[config.mk]
export PLATFORM = sky130hd
export DESIGN_NAME = thread_scheduler_flat
export DESIGN_NICKNAME = d
export VERILOG_FILES = /design/src/rtl/thread_scheduler_if.sv /design/src/rtl/thread_scheduler.sv /design/src/flat_wrapper.sv
export SDC_FILE = /design/constraint.sdc
export NUM_CORES = 1
export LEC_CHECK = 0
export CAP_MARGIN = 10
export CORE_MARGIN = 5
export CORE_UTILIZATION = 40
export DETAILED_ROUTE_END_ITERATION = 6
export PLACE_DENSITY_LB_ADDON = 0.2
export SLEW_MARGIN = 20
export SYNTH_ARGS = -nofsm -noshare
export SYNTH_HDL_FRONTEND = slang
export SYNTH_SLANG_ARGS = --single-unit
export TNS_END_PERCENT = 20
[constraint.sdc]
create_clock -name clk -period 3.8 [get_ports clk]
set_clock_uncertainty 0.05 [all_clocks]
set_input_delay 0.95 -clock clk [delete_from_list [all_inputs] [get_ports clk]]
set_output_delay 0.95 -clock clk [all_outputs]
set_load 0.1 [all_outputs]
[src/rtl/thread_scheduler_if.sv]
// Control/issue bundle between the 4-thread pipeline front end and the thread scheduler.
// The master drives run control, branch and halt events; the slave drives issue and writeback IDs.
interface thread_scheduler_if #(
  parameter int unsigned PC_W = 9
);
  logic [3:0]      thread_en;
  logic            start;
  logic            stall;
  logic            br_taken;
  logic [1:0]      br_thread;
  logic [PC_W-1:0] br_target;
  logic            halt;
  logic [1:0]      halt_thread;
  logic            issue_valid;
  logic [1:0]      thread_rd;
  logic [PC_W-1:0] fetch_pc;
  logic            wr_valid;
  logic [1:0]      thread_wr;
  logic            busy;
  logic            done;

  modport master (
    output thread_en, start, stall, br_taken, br_thread, br_target, halt, halt_thread,
    input  issue_valid, thread_rd, fetch_pc, wr_valid, thread_wr, busy, done
  );

  modport slave (
    input  thread_en, start, stall, br_taken, br_thread, br_target, halt, halt_thread,
    output issue_valid, thread_rd, fetch_pc, wr_valid, thread_wr, busy, done
  );
endinterface

[src/rtl/thread_scheduler.sv]
// Fine-grained round-robin issue for a 4-thread pipeline, with per-thread PCs and a
// writeback thread-ID delay line aligned to the issue stream.
module thread_scheduler #(
  parameter int unsigned PC_W     = 9,
  parameter int unsigned WB_LAT   = 4,
  parameter int unsigned RESET_PC = 0
) (
  input logic               clk,
  input logic               clr,
  thread_scheduler_if.slave bus
);

  typedef enum logic [1:0] {StIdle, StRun, StDone} state_e;

  state_e          state_q, state_d;
  logic [PC_W-1:0] pc_q [4];
  logic [PC_W-1:0] pc_d [4];
  logic [3:0]      halted_q, halted_d;
  logic [1:0]      rr_last_q, rr_last_d;
  logic            issue_valid_q, issue_valid_d;
  logic [1:0]      thread_rd_q, thread_rd_d;
  logic [PC_W-1:0] fetch_pc_q, fetch_pc_d;
  logic [WB_LAT-1:0] dl_valid_q;
  logic [1:0]        dl_id_q [WB_LAT];

  logic [3:0] halt_onehot, ready;
  logic [1:0] sel, idx;
  logic       found;

  // A thread retiring its halt this cycle is already out of the rotation.
  assign halt_onehot = bus.halt ? (4'b0001 << bus.halt_thread) : 4'b0000;
  assign ready       = bus.thread_en & ~halted_q & ~halt_onehot;

  always_comb begin
    sel   = rr_last_q;
    idx   = rr_last_q;
    found = 1'b0;
    for (int k = 1; k <= 4; k++) begin
      idx = rr_last_q + 2'(k);
      if (!found && ready[idx]) begin
        sel   = idx;
        found = 1'b1;
      end
    end
  end

  always_comb begin
    state_d       = state_q;
    pc_d          = pc_q;
    halted_d      = halted_q;
    rr_last_d     = rr_last_q;
    issue_valid_d = issue_valid_q;
    thread_rd_d   = thread_rd_q;
    fetch_pc_d    = fetch_pc_q;
    case (state_q)
      StIdle, StDone: begin
        if (bus.start) begin
          state_d   = StRun;
          halted_d  = '0;
          rr_last_d = 2'd3;
          for (int t = 0; t < 4; t++) pc_d[t] = PC_W'(RESET_PC);
        end
      end
      StRun: begin
        if (!bus.stall) begin
          if (found) begin
            issue_valid_d = 1'b1;
            thread_rd_d   = sel;
            fetch_pc_d    = pc_q[sel];
            rr_last_d     = sel;
            pc_d[sel]     = pc_q[sel] + PC_W'(1);
          end else begin
            issue_valid_d = 1'b0;
            if (!issue_valid_q && (dl_valid_q == '0)) state_d = StDone;
          end
        end
      end
      default: state_d = StIdle;
    endcase
    // Redirect and halt bookkeeping apply even under stall; redirect beats the increment.
    if (bus.br_taken) pc_d[bus.br_thread] = bus.br_target;
    if (bus.halt) halted_d[bus.halt_thread] = 1'b1;
  end

  always_ff @(posedge clk) begin
    if (clr) begin
      state_q       <= StIdle;
      halted_q      <= '0;
      rr_last_q     <= 2'd3;
      issue_valid_q <= 1'b0;
      thread_rd_q   <= '0;
      fetch_pc_q    <= '0;
      dl_valid_q    <= '0;
      for (int t = 0; t < 4; t++) pc_q[t] <= PC_W'(RESET_PC);
      for (int k = 0; k < WB_LAT; k++) dl_id_q[k] <= '0;
    end else begin
      state_q       <= state_d;
      pc_q          <= pc_d;
      halted_q      <= halted_d;
      rr_last_q     <= rr_last_d;
      issue_valid_q <= issue_valid_d;
      thread_rd_q   <= thread_rd_d;
      fetch_pc_q    <= fetch_pc_d;
      if (!bus.stall) begin
        // Outside RUN the line fills with zeros.
        dl_valid_q[0] <= (state_q == StRun) && issue_valid_q;
        dl_id_q[0]    <= (state_q == StRun) ? thread_rd_q : 2'd0;
        for (int k = 1; k < WB_LAT; k++) begin
          dl_valid_q[k] <= dl_valid_q[k-1];
          dl_id_q[k]    <= dl_id_q[k-1];
        end
      end
    end
  end

  assign bus.issue_valid = issue_valid_q;
  assign bus.thread_rd   = thread_rd_q;
  assign bus.fetch_pc    = fetch_pc_q;
  assign bus.wr_valid    = dl_valid_q[WB_LAT-1];
  assign bus.thread_wr   = dl_id_q[WB_LAT-1];
  assign bus.busy        = (state_q == StRun);
  assign bus.done        = (state_q == StDone);

endmodule

[src/flat_wrapper.sv]
// flat-port wrapper written by rule: the top's interface ports become plain ports
module thread_scheduler_flat 
#(
  parameter int unsigned PC_W     = 9,
  parameter int unsigned WB_LAT   = 4,
  parameter int unsigned RESET_PC = 0
)
  (clk, clr, bus_thread_en, bus_start, bus_stall, bus_br_taken, bus_br_thread, bus_br_target, bus_halt, bus_halt_thread, bus_issue_valid, bus_thread_rd, bus_fetch_pc, bus_wr_valid, bus_thread_wr, bus_busy, bus_done);
  thread_scheduler_if #(.PC_W(PC_W)) bus_i ();
  input logic clk;
  input logic clr;
  input wire logic [$bits(bus_i.thread_en)-1:0] bus_thread_en;
  input wire logic [$bits(bus_i.start)-1:0] bus_start;
  input wire logic [$bits(bus_i.stall)-1:0] bus_stall;
  input wire logic [$bits(bus_i.br_taken)-1:0] bus_br_taken;
  input wire logic [$bits(bus_i.br_thread)-1:0] bus_br_thread;
  input wire logic [$bits(bus_i.br_target)-1:0] bus_br_target;
  input wire logic [$bits(bus_i.halt)-1:0] bus_halt;
  input wire logic [$bits(bus_i.halt_thread)-1:0] bus_halt_thread;
  output wire logic [$bits(bus_i.issue_valid)-1:0] bus_issue_valid;
  output wire logic [$bits(bus_i.thread_rd)-1:0] bus_thread_rd;
  output wire logic [$bits(bus_i.fetch_pc)-1:0] bus_fetch_pc;
  output wire logic [$bits(bus_i.wr_valid)-1:0] bus_wr_valid;
  output wire logic [$bits(bus_i.thread_wr)-1:0] bus_thread_wr;
  output wire logic [$bits(bus_i.busy)-1:0] bus_busy;
  output wire logic [$bits(bus_i.done)-1:0] bus_done;
  assign bus_i.thread_en = bus_thread_en;
  assign bus_i.start = bus_start;
  assign bus_i.stall = bus_stall;
  assign bus_i.br_taken = bus_br_taken;
  assign bus_i.br_thread = bus_br_thread;
  assign bus_i.br_target = bus_br_target;
  assign bus_i.halt = bus_halt;
  assign bus_i.halt_thread = bus_halt_thread;
  assign bus_issue_valid = bus_i.issue_valid;
  assign bus_thread_rd = bus_i.thread_rd;
  assign bus_fetch_pc = bus_i.fetch_pc;
  assign bus_wr_valid = bus_i.wr_valid;
  assign bus_thread_wr = bus_i.thread_wr;
  assign bus_busy = bus_i.busy;
  assign bus_done = bus_i.done;
  thread_scheduler #(.PC_W(PC_W), .WB_LAT(WB_LAT), .RESET_PC(RESET_PC)) u_core (.clk(clk), .clr(clr), .bus(bus_i));
endmodule
* After elaboration in Yosys (flattened, before gate mapping)
Memories as Yosys holds them, arrays and structs flattened. Cells that the tools add are included. W data, S select, Z words.
Word-level totals: bits in registers 60, RAM bits 8, bits of input ports 23, output and inout port bits 17, memories 1
Operators by class: $add $sub $neg 4, $lt $le $gt $ge 10, equality and inequality tests 7, shift-type cells 1, mux-type cells 56, bitwise gates (word level) 12, reduce and logical (&&, ||, !) cells 20
Memories:
- u_core.dl_id_q | depth 4, bits a word 2, read ports 4, clocked after Yosys merged registers in 0, write ports 4, line thread_scheduler.sv:24 | logic [1:0] dl_id_q [WB_LAT];
Operator list (count):
- $mux W36 | 4
- $bwmux W36 | 2
- $pmux W36 S2 | 1
- $demux W9 S2 | 2
- $mux W9 | 4
- $mux W2 | 16
- $bmux W9 S2 | 1
- $mux W4 | 4
- $lt A2 B3 Y1 const B | 5
- $mux W1 | 15
- $add A9 B1 Y9 const B | 1
- $and A4 B4 Y4 | 2
- $bmux W1 S2 | 4
- $logic_and A1 B1 Y1 | 8
- $not A4 Y4 | 2
- $pmux W2 S2 | 2
- $reduce_and A4 Y1 | 2
- $ge A3 B3 Y1 const B | 2
- $lt A3 B1 Y1 const B | 2
- $ne A2 B2 Y1 const B | 3
- $not A2 Y3 | 2
- $add A2 B2 Y2 const B | 2
- $logic_not A1 Y1 | 4
- $logic_not A4 Y1 | 1
- 15 further kinds | 19

* Longest topological paths before layout
word-level depth 27, mapped depth 11, gate-level depth less buffers 10

* Worst setup path after synthesis
OpenSTA, ideal clock, no wires.
kind input-to-reg, start input port bus_halt_thread[1], end register u_core.pc_q[19] (netlist bit), data arrival time 3.376 ns, slack 0.242 ns, cell stages on the path 10, buffers on the path 1, cells stage by stage or3b_1 a32o_1 a22oi_4 buf_6 mux2i_1 mux2i_4 ha_1 mux2_2 a221oi_1 nor3_1
Between the ends: cells in the longest elaborated chain, start to end 27, elaborated cells on any way between the ends 42
RTL lines:
- start, declared | line flat_wrapper.sv:19 | input wire logic [$bits(bus_i.halt_thread)-1:0] bus_halt_thread;
- $shl A1 B2 Y4 * | line thread_scheduler.sv:31 | assign halt_onehot = bus.halt ? (4'b0001 << bus.halt_thread) : 4'b0000;
- $mux W4 * | line thread_scheduler.sv:31
- $not A4 Y4 * | line thread_scheduler.sv:32 | assign ready = bus.thread_en & ~halted_q & ~halt_onehot;
- $and A4 B4 Y4 * | line thread_scheduler.sv:32
- $bmux W1 S2 | line thread_scheduler.sv:40 | if (!found && ready[idx]) begin
- $mux W1 (not written as such) | line thread_scheduler.sv:40
- $mux W1 | line thread_scheduler.sv:40
- $logic_not A1 Y1 | line thread_scheduler.sv:40
- (+11 left out)
- $mux W9 (not written as such) | line thread_scheduler.sv:71 | pc_d[sel] = pc_q[sel] + PC_W'(1);
- $add A9 B1 Y9 or $demux W9 S2 (tied branches) | line thread_scheduler.sv:71
- $bwmux W36 | line thread_scheduler.sv:71
- $mux W36 * | line thread_scheduler.sv:66 | if (found) begin
- $mux W36 * | line thread_scheduler.sv:65 | if (!bus.stall) begin
- $pmux W36 S2 * | line thread_scheduler.sv:55 | case (state_q)
- $bwmux W36 | line thread_scheduler.sv:81 | if (bus.br_taken) pc_d[bus.br_thread] = bus.br_target;
- $mux W36 * | line thread_scheduler.sv:81
- end signal, assigned | line thread_scheduler.sv:98 | pc_q <= pc_d;
- end, declared | line thread_scheduler.sv:16 | logic [PC_W-1:0] pc_q [4];
Mark *: on every way between the ends. The rest lies on a longest branch, timed or not. The select of a mux whose other input is x is not followed. A chain may end at the register's enable or synchronous reset.

* Worst setup path after layout
start input port bus_halt, end register u_core.pc_q[35] (netlist bit)
Between the ends: cells in the longest elaborated chain, start to end 26, elaborated cells on any way between the ends 41
RTL lines:
- start, declared | line flat_wrapper.sv:18 | input wire logic [$bits(bus_i.halt)-1:0] bus_halt;
- $mux W4 * | line thread_scheduler.sv:31
- $not A4 Y4 * | line thread_scheduler.sv:32
- $and A4 B4 Y4 * | line thread_scheduler.sv:32
- $bmux W1 S2 | line thread_scheduler.sv:40
- $mux W1 (not written as such) | line thread_scheduler.sv:40
- $mux W1 | line thread_scheduler.sv:40
- $logic_not A1 Y1 | line thread_scheduler.sv:40
- $logic_and A1 B1 Y1 | line thread_scheduler.sv:40
- (+10 left out)
- $mux W9 (not written as such) | line thread_scheduler.sv:71
- $add A9 B1 Y9 or $demux W9 S2 (tied branches) | line thread_scheduler.sv:71
- $bwmux W36 | line thread_scheduler.sv:71
- $mux W36 * | line thread_scheduler.sv:66
- $mux W36 * | line thread_scheduler.sv:65
- $pmux W36 S2 * | line thread_scheduler.sv:55
- $bwmux W36 | line thread_scheduler.sv:81
- $mux W36 * | line thread_scheduler.sv:81
Marked as above.

==> impl_metrics.ini <==
[drt]
drt_iter0_drc = 261
viasPerCell = 5.73
wirelength_um = 10800
vias = 3630
ant_nets = 0
wl_per_cell_um = 17.1
firstDrtPassIters = 5
drc = 0

[power_and_ir_drop]
p_switching_w = 0.000576
finalPower_w = 0.00190
ir_drop_uv = 277
p_leak_nw = 1.76
swShare_pct = 30.4
pwr-share-seq_pct = 41.1
combPwrFrac_pct = 23.7
p_per_area_nw_per_um2 = 392
p_int_w = 0.00132
clockPowerShare_pct = 35.2

[synthesis]
synth_top_cell_by_area = dfxtp_1
seq_area_frac_synth_pct = 38.5
avgSynthCellArea_um2 = 8.44
yosys-top-cells-area = dfxtp_1 32%, edfxtp_1 6.4%, mux2i_1 5.9%, nor2_1 5.8%, nand2_1 5.5%
yosysTopAreaCellShare_pct = 32.1
synth_edf_count = 8
synth_cell_types = 57
synthArstFlopShare_pct = 0
synth_area_um2 = 3740
syn_nets = 467
yosys_most_used_dff = dfxtp_1
ys_seq_elements = 68
syn_inst = 443
yosys_warnings = 0

[grt]
busiest_layer = met2
grt_first_pass_wirelength_um = 17700
grt_use_met1_pct = 26.7
grt_use_total_pct = 19.5
antenna_found_initial = 0
grt_use_met3_pct = 3.25
grt_pass1_vias = 3430
overflow = 0
met2_usage_pct = 32.0
grt_max_degree = 33

[critical_path]
crit_type = input pin to flip-flop
crit_path_end_kind = flip-flop
cp.required_ps = 4010
crit_arrival_ps = 3910
path_max_fanout = 5
startpoint_type = input pin

[die]
row_count = 35
io_pins = 40
die_w_um = 107
fp.dieH_um = 107
initial_utilization_pct = 40.7
dieArea_um2 = 11400
core_area_um2 = 9200

[sta]
slew_headroom_pct = 34.6
final-setup-viol-count = 0
drv_slew = 0
finalCritPeriodShare_pct = 97.1
min_period_ps = 3690
hold_viol_final = 0
worstMarginPinSlew_ps = 978
fin_setup_tns_ps = 0
fmax_mhz = 271

[cts]
clockBufferDepth = 2
clock_latency_ps = 350
cts_buffers = 9
clock-sinks = 68
cts_tree = built
path_clk_slew_ps = 80
clockRootBuffer = clkbuf_8
htreeDepth = 3

[outcome]
outcome = completed

[place]
io_buffers = 39
dp_cells = 617
placed_area_um2 = 4590
place_hpwl_um = 7910
gp_congestion = 0.864

[layout]
fin_nets = 541
area_growth_pct = 29.4
drive_gt1_share_pct = 19.5
finish.utilization_pct = 52.6
finalInstanceArea_um2 = 4840
num_antenna_cells = 0
stdcell_count = 633

[job]
maxCapViolations = 0

[min_path]
worstHoldPathType = flip-flop to flip-flop
[per-layer routing]
metal | up-vias | routed length, um
li1 | 1762 | -
met1 | 1744 | 4900
met2 | 110 | 5130
met3 | 14 | 650
met4 | 0 | 159
met5 | - | 0
[final cells by class]
cell class,instances,area (um2)
Clock buffer,9,124
Clock inverter,7,98.8
Fill cell,887,4360
Inverter,3,11.3
Multi-Input combinational cell,343,2190
Sequential cell,68,1440
Tap cell,111,139
Timing Repair Buffer,92,841
[what timing repair did]
| action | in CTS | in global routing |
|---|---|---|
| endpoints found under the hold margin | 0 | 0 |
| hold buffers | 0 | 0 |
| gates resized for setup | 0 | 5 |
| buffers inserted | 0 | 0 |
| endpoints found under the setup margin | 0 | 17 |
[logic make-up (layout without fill, tap and decap cells)]
family          Yosys count  in the layout  share of synthesized area [%]
flops                    68             68                           38.5
compound gates          124            124                           23.2
mux                      29             29                           9.33
xor+xnor                  6              6                           1.41
fa+ha+maj                 1              1                          0.335
buf+inv                  32            111                           3.68
simple gates            183            183                           23.6
[final timing paths]
check	startpoint	to	slack (ps)	cells past startpoint
worst max-delay path	bus_halt	u_core.pc_q[35]	110	12
worst min-delay path	u_core.halted_q[1]	u_core.halted_q[1]	410	2
worst max register to register	u_core.halted_q[0]	u_core.pc_q[35]	960	10
worst min register to register	u_core.halted_q[1]	u_core.halted_q[1]	410	2
[power groups by stage]
stage               Sequential, W  Clock (W)  Combinational [W]
floorplan                0.000809          0           0.000244
global placement         0.000794          0           0.000436
detailed placement       0.000795          0           0.000442
CTS                      0.000778   0.000683           0.000443
global route             0.000783   0.000718           0.000482
finish                   0.000779   0.000668           0.000449
[placed cells by master, fill, tap and decap left out, types with 4 or more instances in the layout]
cell type        Yosys  routed
o21a_1               6       6
clkdlybuf4s50_1      0      36
a311oi_1             4       4
a22oi_1              7       7
o21ai_1              6       6
a211oi_1            17      17
nand2_1             55      55
and3_1               4       4
or2_2                5       5
o21ai_0              9       9
dfxtp_1             60      60
edfxtp_1             8       8
buf_12               0       5
a31oi_1              6       6
clkbuf_8             0       9
a221oi_1             8       8
buf_4                2      50
nand3b_1             4       4
nor2_1              58      58
o211ai_1             4       4
and2_1               7       7
xnor2_1              6       4
nand3_1             14      14
mux2i_2              2       4
mux2i_4              4       4
mux2i_1             22      20
nand2b_1             5       5
nor3_2               4       4
a311o_1              4       4
nor3_1              12      12
nor2b_1              5       5
a21oi_1             34      34
[through the flow]
stage / setup WS [ps] / hold WS, ps
after CTS: 103 / 407
after global routing: -8.34 / 437
final: 109 / 407
after detailed placement: -253 / 397
after global placement: -194 / 393
after floorplan: 242 / 386
[synth_stat cells (6+ instances only)]
| library cell | number |
|---|---|
| and2_1 | 7 |
| mux2i_1 | 22 |
| a31oi_1 | 6 |
| o21ai_0 | 9 |
| dfxtp_1 | 60 |
| nor3_1 | 12 |
| nand3_1 | 14 |
| a22oi_1 | 7 |
| nand2_1 | 55 |
| nor2_1 | 58 |
| xnor2_1 | 6 |
| o21ai_1 | 6 |
| a221oi_1 | 8 |
| a211oi_1 | 17 |
| a21oi_1 | 34 |
| clkbuf_1 | 22 |
| edfxtp_1 | 8 |
| o21a_1 | 6 |
[registers in the layout (all words and copies together) (netlist names)]
signal	cells
u_core.pc_q	36
u_core.bus.fetch_pc	9
u_core.dl_id_q	8
u_core.dl_valid_q	4
u_core.halted_q	4
u_core.bus.thread_rd	2
u_core.rr_last_q	2
u_core.state_q	2
u_core.bus.issue_valid	1
[worst max-delay path: stages]
cell and delay [ps]:
clkdlybuf4s50_1 490, buf_4 120, nand3b_1 150, nand3_1 120
a21oi_1 110, nor3_4 490, buf_4 270, mux2i_4 340
nand3_2 170, nor3_2 300, xnor2_2 150, o31ai_2 230
Note: power is estimated with default switching activity, not from simulation.
